[src/rtl/sta_tile_scheduler.sv]
// sta_tile_scheduler
// Steps one conv/matmul layer through the SA_N x SA_N systolic-array complex.
// The output map is walked tile by tile in row-major order. For each tile the
// block pulses load_bias, issues k_steps operand-feed strobes, and then raises
// done. It holds done until the complex returns tile_out_valid.
// Optional feature: define STA_SCHED_TIMEOUT_EN to add a DRAIN watchdog. The
// watchdog sets a sticky timeout_err and abandons the layer if no result comes
// back within TIMEOUT_CYCLES. When the macro is absent, timeout_err is tied 0.

module sta_tile_scheduler #(
    parameter int SA_N           = 4,
    parameter int MAX_N          = 64,
    parameter int MAX_K          = 1024,
    parameter int TIMEOUT_CYCLES = 4096,
    localparam int CTRL_N_BITS   = $clog2(MAX_N + 1),
    localparam int K_BITS        = $clog2(MAX_K + 1),
    localparam int FK_BITS       = $clog2(MAX_K),
    localparam int MASK_BITS     = SA_N * SA_N
) (
    input  logic                   clk,
    input  logic                   reset,
    input  logic                   start,
    input  logic [CTRL_N_BITS-1:0] out_h,
    input  logic [CTRL_N_BITS-1:0] out_w,
    input  logic [K_BITS-1:0]      k_steps,
    input  logic                   stall,
    input  logic                   tile_out_valid,
    output logic [CTRL_N_BITS-1:0] pos_row,
    output logic [CTRL_N_BITS-1:0] pos_col,
    output logic                   pe_mask [MASK_BITS],
    output logic                   load_bias,
    output logic                   feed_valid,
    output logic [FK_BITS-1:0]     feed_k,
    output logic                   done,
    output logic                   busy,
    output logic                   layer_done,
    output logic [15:0]            tile_count,
    output logic                   timeout_err
);

    // One extra bit so that pos+SA_N never wraps near MAX_N
    localparam int EXT_BITS = CTRL_N_BITS + 1;

    typedef enum logic [2:0] {
        S_IDLE,
        S_BIAS,
        S_FEED,
        S_DRAIN,
        S_FINISH
    } state_t;

    state_t                 state;
    logic [CTRL_N_BITS-1:0] h_q;
    logic [CTRL_N_BITS-1:0] w_q;
    logic [K_BITS-1:0]      ks_q;
    logic [FK_BITS-1:0]     k_q;
    logic [MASK_BITS-1:0]   mask_q;
    logic                   bias_q;
    logic                   feed_q;
    logic                   tov_pending;

    logic [EXT_BITS-1:0]    row_end;
    logic [EXT_BITS-1:0]    col_end;
    logic                   last_tile;
    logic                   wrap_col;
    logic [CTRL_N_BITS-1:0] adv_row;
    logic [CTRL_N_BITS-1:0] adv_col;
    logic                   k_last;
    logic                   accept;
    logic [MASK_BITS-1:0]   start_mask;
    logic [MASK_BITS-1:0]   adv_mask;

    // Active PEs of the tile based at (r,c): rows below the map edge, cols left of it
    function automatic logic [MASK_BITS-1:0] tile_mask(
        input logic [CTRL_N_BITS-1:0] h,
        input logic [CTRL_N_BITS-1:0] w,
        input logic [CTRL_N_BITS-1:0] r,
        input logic [CTRL_N_BITS-1:0] c
    );
        logic [EXT_BITS-1:0]  rem_r;
        logic [EXT_BITS-1:0]  rem_c;
        logic [EXT_BITS-1:0]  rv;
        logic [EXT_BITS-1:0]  cv;
        logic [MASK_BITS-1:0] row_bits;
        logic [MASK_BITS-1:0] m;
        rem_r = EXT_BITS'(h) - EXT_BITS'(r);
        rem_c = EXT_BITS'(w) - EXT_BITS'(c);
        rv = (rem_r > EXT_BITS'(SA_N)) ? EXT_BITS'(SA_N) : rem_r;
        cv = (rem_c > EXT_BITS'(SA_N)) ? EXT_BITS'(SA_N) : rem_c;
        row_bits = '0;
        for (int j = 0; j < SA_N; j++) begin
            if (EXT_BITS'(j) < cv) begin
                row_bits = row_bits | (MASK_BITS'(1) << j);
            end
        end
        m = '0;
        for (int i = 0; i < SA_N; i++) begin
            if (EXT_BITS'(i) < rv) begin
                m = m | (row_bits << (i * SA_N));
            end
        end
        return m;
    endfunction

    assign row_end    = EXT_BITS'(pos_row) + EXT_BITS'(SA_N);
    assign col_end    = EXT_BITS'(pos_col) + EXT_BITS'(SA_N);
    assign last_tile  = (row_end >= EXT_BITS'(h_q)) && (col_end >= EXT_BITS'(w_q));
    assign wrap_col   = (col_end >= EXT_BITS'(w_q));
    assign adv_row    = wrap_col ? row_end[CTRL_N_BITS-1:0] : pos_row;
    assign adv_col    = wrap_col ? '0 : col_end[CTRL_N_BITS-1:0];
    assign k_last     = (K_BITS'(k_q) == (ks_q - K_BITS'(1)));
    assign accept     = tile_out_valid || tov_pending;
    assign start_mask = tile_mask(out_h, out_w, '0, '0);
    assign adv_mask   = tile_mask(h_q, w_q, adv_row, adv_col);

    // Strobes drop in any stalled cycle so that no bias load or operand beat is lost
    assign load_bias  = bias_q && !stall;
    assign feed_valid = feed_q && !stall;
    assign feed_k     = k_q;

    for (genvar b = 0; b < MASK_BITS; b++) begin : g_mask
        assign pe_mask[b] = mask_q[b];
    end

`ifdef STA_SCHED_TIMEOUT_EN
    localparam int WD_BITS = $clog2(TIMEOUT_CYCLES + 1);
    logic [WD_BITS-1:0] wd_cnt;
`else
    assign timeout_err = 1'b0;
`endif

    // Layer sequencing FSM with registered tile position, mask, counters and flags
    always_ff @(posedge clk or posedge reset) begin
        if (reset) begin
            state       <= S_IDLE;
            h_q         <= '0;
            w_q         <= '0;
            ks_q        <= '0;
            k_q         <= '0;
            pos_row     <= '0;
            pos_col     <= '0;
            mask_q      <= '0;
            bias_q      <= 1'b0;
            feed_q      <= 1'b0;
            done        <= 1'b0;
            busy        <= 1'b0;
            layer_done  <= 1'b0;
            tile_count  <= '0;
            tov_pending <= 1'b0;
`ifdef STA_SCHED_TIMEOUT_EN
            wd_cnt      <= '0;
            timeout_err <= 1'b0;
`endif
        end else if (stall) begin
            if (state == S_DRAIN && tile_out_valid) begin
                tov_pending <= 1'b1;
            end
        end else begin
            case (state)
                S_IDLE: begin
                    if (start) begin
                        h_q        <= out_h;
                        w_q        <= out_w;
                        ks_q       <= k_steps;
                        pos_row    <= '0;
                        pos_col    <= '0;
                        tile_count <= '0;
                        busy       <= 1'b1;
                        if (out_h == '0 || out_w == '0 || k_steps == '0) begin
                            mask_q     <= '0;
                            layer_done <= 1'b1;
                            state      <= S_FINISH;
                        end else begin
                            mask_q <= start_mask;
                            bias_q <= 1'b1;
                            state  <= S_BIAS;
                        end
                    end
                end
                S_BIAS: begin
                    bias_q <= 1'b0;
                    feed_q <= 1'b1;
                    k_q    <= '0;
                    state  <= S_FEED;
                end
                S_FEED: begin
                    if (k_last) begin
                        feed_q <= 1'b0;
                        k_q    <= '0;
                        done   <= 1'b1;
                        state  <= S_DRAIN;
`ifdef STA_SCHED_TIMEOUT_EN
                        wd_cnt <= '0;
`endif
                    end else begin
                        k_q <= k_q + FK_BITS'(1);
                    end
                end
                S_DRAIN: begin
                    if (accept) begin
                        tov_pending <= 1'b0;
                        done        <= 1'b0;
                        tile_count  <= tile_count + 16'd1;
                        if (last_tile) begin
                            layer_done <= 1'b1;
                            state      <= S_FINISH;
                        end else begin
                            pos_row <= adv_row;
                            pos_col <= adv_col;
                            mask_q  <= adv_mask;
                            bias_q  <= 1'b1;
                            state   <= S_BIAS;
                        end
                    end
`ifdef STA_SCHED_TIMEOUT_EN
                    else if (wd_cnt == WD_BITS'(TIMEOUT_CYCLES - 1)) begin
                        timeout_err <= 1'b1;
                        done        <= 1'b0;
                        layer_done  <= 1'b1;
                        state       <= S_FINISH;
                    end else begin
                        wd_cnt <= wd_cnt + WD_BITS'(1);
                    end
`endif
                end
                S_FINISH: begin
                    layer_done <= 1'b0;
                    busy       <= 1'b0;
                    state      <= S_IDLE;
                end
                default: begin
                    state <= S_IDLE;
                end
            endcase
        end
    end

endmodule

[config.mk]
export PLATFORM = sky130hd
export DESIGN_NAME = sta_tile_scheduler
export DESIGN_NICKNAME = d
export VERILOG_FILES = /design/src/rtl/sta_tile_scheduler.sv
export SDC_FILE = /design/constraint.sdc
export NUM_CORES = 1
export LEC_CHECK = 0
export CAP_MARGIN = 20
export CORE_MARGIN = 2
export CORE_UTILIZATION = 54
export CTS_CLUSTER_DIAMETER = 80
export DETAILED_ROUTE_END_ITERATION = 10
export PLACE_DENSITY = 0.86
export SLEW_MARGIN = 30
export SYNTH_ARGS = -nofsm -noshare
export SYNTH_HDL_FRONTEND = slang
export SYNTH_SLANG_ARGS = --single-unit
export TNS_END_PERCENT = 50
[constraint.sdc]
create_clock -name clk -period 5.49 [get_ports clk]
set_clock_uncertainty 0.05 [all_clocks]
set_input_delay 1.647 -clock clk [delete_from_list [all_inputs] [get_ports clk]]
set_output_delay 1.647 -clock clk [all_outputs]
set_load 0.05 [all_outputs]
==> results of run 1 <==
[worst min-delay path by stage]
| stage | to | startpoint | cells after the start | slack (ns) |
|---|---|---|---|---|
| 2_1_floorplan | feed_q | feed_q | 1 | 0.40 |
| 3_3_place_gp | mask_q[10] | mask_q[10] | 2 | 0.42 |
| 3_5_place_dp | feed_q | feed_q | 1 | 0.42 |
| 4_1_cts | mask_q[12] | mask_q[12] | 2 | 0.44 |
| 5_1_grt | mask_q[5] | mask_q[5] | 2 | 0.47 |
| 6_report | mask_q[12] | mask_q[12] | 2 | 0.44 |
[layout make-up]
class                           instances  area (µm²)  area share (%)
Tap cell                              133         166            2.54
Multi-Input combinational cell        471        2890            44.1
Inverter                               33         129            1.97
Sequential cell                        88        2200            33.6
Clock inverter                          6         115            1.76
Clock buffer                           10         138            2.10
Timing Repair Buffer                   92         911            13.9
[cell usage after synthesis (4+ instances only)]
master	number	area share [%]
and3_1	4	0.47
ha_1	31	7.3
or2_2	7	0.82
xnor2_1	19	3.1
xor2_1	21	3.5
nor3_1	17	1.6
nand4_1	4	0.47
nor4_1	6	0.71
or3_1	7	0.82
a21o_1	7	0.99
inv_1	33	2.3
a21oi_1	28	2.6
and2_1	4	0.47
a22oi_1	14	2.0
clkbuf_1	16	1.1
nand2_1	98	6.9
nor2b_1	4	0.47
nor2_1	50	3.5
nand2b_1	6	0.71
nand3_1	24	2.3
dfrtp_1	88	41
o211ai_1	4	0.56
o21ai_0	61	5.7
[flip-flops by register name (all words and copies together), names as in the netlist]
signal,count
ks_q,11
layer_done,1
bias_q,1
busy,1
w_q,7
feed_q,1
feed_k,10
state,3
pos_row,5
h_q,7
done,1
tov_pending,1
mask_q,16
pos_col,7
tile_count,16
[metal layers]
| layer | routed length, µm | vias to the layer above | part of all wire, % | global-route usage [%] |
|---|---|---|---|---|
| met5 | 0 | - | 0 | 0 |
| met4 | 210 | 0 | 1.6 | 9.62 |
| met3 | 729 | 21 | 5.5 | 3.29 |
| met2 | 6660 | 190 | 50 | 44.2 |
| met1 | 5710 | 2351 | 43 | 33.8 |
| li1 | - | 2297 | - | - |
[metrics by stage]
step | utilization (%) | std cells | area, µm²
after global placement | 65.0 | 817 | 6300
after global routing | 67.7 | 833 | 6560
after CTS | 67.7 | 833 | 6560
final | 67.7 | 833 | 6560
after floorplan | - | 616 | 5330
after detailed placement | 65.1 | 817 | 6300
[cell families after synthesis]
| family | synth area share (%) |
|---|---|
| other | 0.141 |
| multiplexers | 0.376 |
| AND/OR/NAND/NOR | 21.1 |
| AO/OA/AOI/OAI | 18.1 |
| buffers and inverters | 4.68 |
| adder cells (fa/ha/maj) | 7.67 |
| flip-flops | 41.4 |
| XOR/XNOR | 6.58 |
[power by group through the flow]
stage	combinational, mW	clock, mW	sequential [mW]
6_report	1.99	0.558	1.11
4_1_cts	1.97	0.563	1.11
2_1_floorplan	1.07	0	1.42
5_1_grt	2.16	0.594	1.14
3_5_place_dp	1.95	0	1.11
3_3_place_gp	1.86	0	1.10
[critical path, stage by stage]
cell and delay [ns]:
clkdlybuf4s50_1 0.52, nor2b_1 0.16, clkdlybuf4s50_1 0.82
[cells in the final DEF, fill, tap and decap left out, types with 4 or more instances in the layout]
| cell type | n |
|---|---|
| buf_4 | 4 |
| xor2_1 | 21 |
| nor3_1 | 17 |
| a22oi_1 | 14 |
| conb_1 | 5 |
| nor2_1 | 50 |
| nand3_1 | 24 |
| or2_2 | 7 |
| o21ai_0 | 61 |
| clkbuf_8 | 10 |
| nand2b_1 | 6 |
| and2_1 | 4 |
| or3_1 | 7 |
| a21o_1 | 7 |
| o211ai_1 | 4 |
| nor4_1 | 6 |
| ha_1 | 31 |
| nor2b_1 | 4 |
| a21oi_1 | 28 |
| inv_1 | 32 |
| nand2_1 | 98 |
| clkdlybuf4s50_1 | 88 |
| dfrtp_1 | 88 |
| nand4_1 | 4 |
| xnor2_1 | 19 |
==> run metrics, run 1 <==
status=finished, final reports clean; P_int=~1.9 mW; Sink Count=just under 90; initial core utilization=around 55%; CP startpoint=stall; vias in the first global route=roughly 4700; ANT cells=0; worst slack, placed=~0.64 ns; Final Wtd Congestion=around 0.93; setup ws final=~0.64 ns; Remaining DRCs=0; Post-synth EDFFs=0; Rel. slew slack=between 50% and 60%; layout cells sized above 1=under 10%; cells after synthesis=613; FFs w/ async S/R, synth=between 90% and 100%; drt wl/cell=16.0 µm; Max Cap Viol=0; Sw Share=47.4%; CTS tree=done; P_leak=2.89 nW; pin slew with the least headroom to its limit=around 0.65 ns; Post-CTS Setup Bufs=0; Finish-stage setup viols=0; I/O Pins=92; Global Route Usage Sum=between 20% and 30%; Pwr Density=about 560 mW/mm²; via count=just under 5000; element type at the critical path end=output port; Pwr Total=between 3 and 4 mW; Site Rows=36; CP endpoint=feed_valid; initial drt markers=268; Clock Tree Root=clkbuf_8; Crit Path Class=input port to output port; Worst-Skew Late Latency=roughly 0.36 ns; sequential share of the synthesized area=around 41%; Yosys reg bits=a little under 90; final slew viol count=0; Initial DRT Pass Iterations=5; peak supply drop=~0.00029 V; arrival time worst endpoint=around 3.2 ns; final period utilization=88.3%; Clock power frac=approximately 15%; type of the most critical hold path=flip-flop to flip-flop; Routed Antenna Nets=0; flop2flop setup slack=about 0.67 ns; min Tclk post-route=about 4.8 ns; largest net degree at the start of global routing=65; Layout Nets=around 760; Layout area overhead=23.2%; input/output buffers=88; cts bufs inserted=9; die width=between 100 and 150 µm; fmax=around 210 MHz; global-route wire length before repair=~22 mm; Comb pwr share=about 54%; Psw=1.73 mW; RR Endpoint=mask_q[4]; die height=slightly above 100 µm; RSZ-0062 raised after global routing=false; Mapped Avg Cell Area=~8.7 µm²; startpoint types=input port; # resized after CTS=0; CP Max Fanout=8; Flop pwr share=between 30% and 40%; WHS=around 0.44 ns; initial antenna violation count=0; final wirelength=between 10 and 15 mm; core area=approximately 0.0097 mm²; Setup TNS=0 ns; Hold Buf Count CTS=0; distinct cell type count of the synthesized netlist=between 60 and 70; H-Tree Depth=3; critical register-to-register path startpoint=pos_col[2]; Hold Vio Cnt, Final=0; die area=~0.011 mm²; Fillers=between 700 and 800; Reg clk slew, reported paths=around 0.080 ns; dpl hpwl=about 10 mm; grt ovf=0; vias per inst=approximately 5.8; Synth Cell Area=~0.0053 mm²; Clock Tree Buf Depth=2; WP data required=3.79 ns; Primary FF master, synth=dfrtp_1; Synthesis Warnings=0; worst r2r path cells=16
No activity file was read; power rests on OpenSTA's default activity.
==> run 2: changes to the inputs <==
SKIP_LAST_GASP = 1   (was not set)
TNS_END_PERCENT = not set   (was 50)
==> results of run 2 <==
The final DEF is identical to that of run 1; final timing and power are the same.
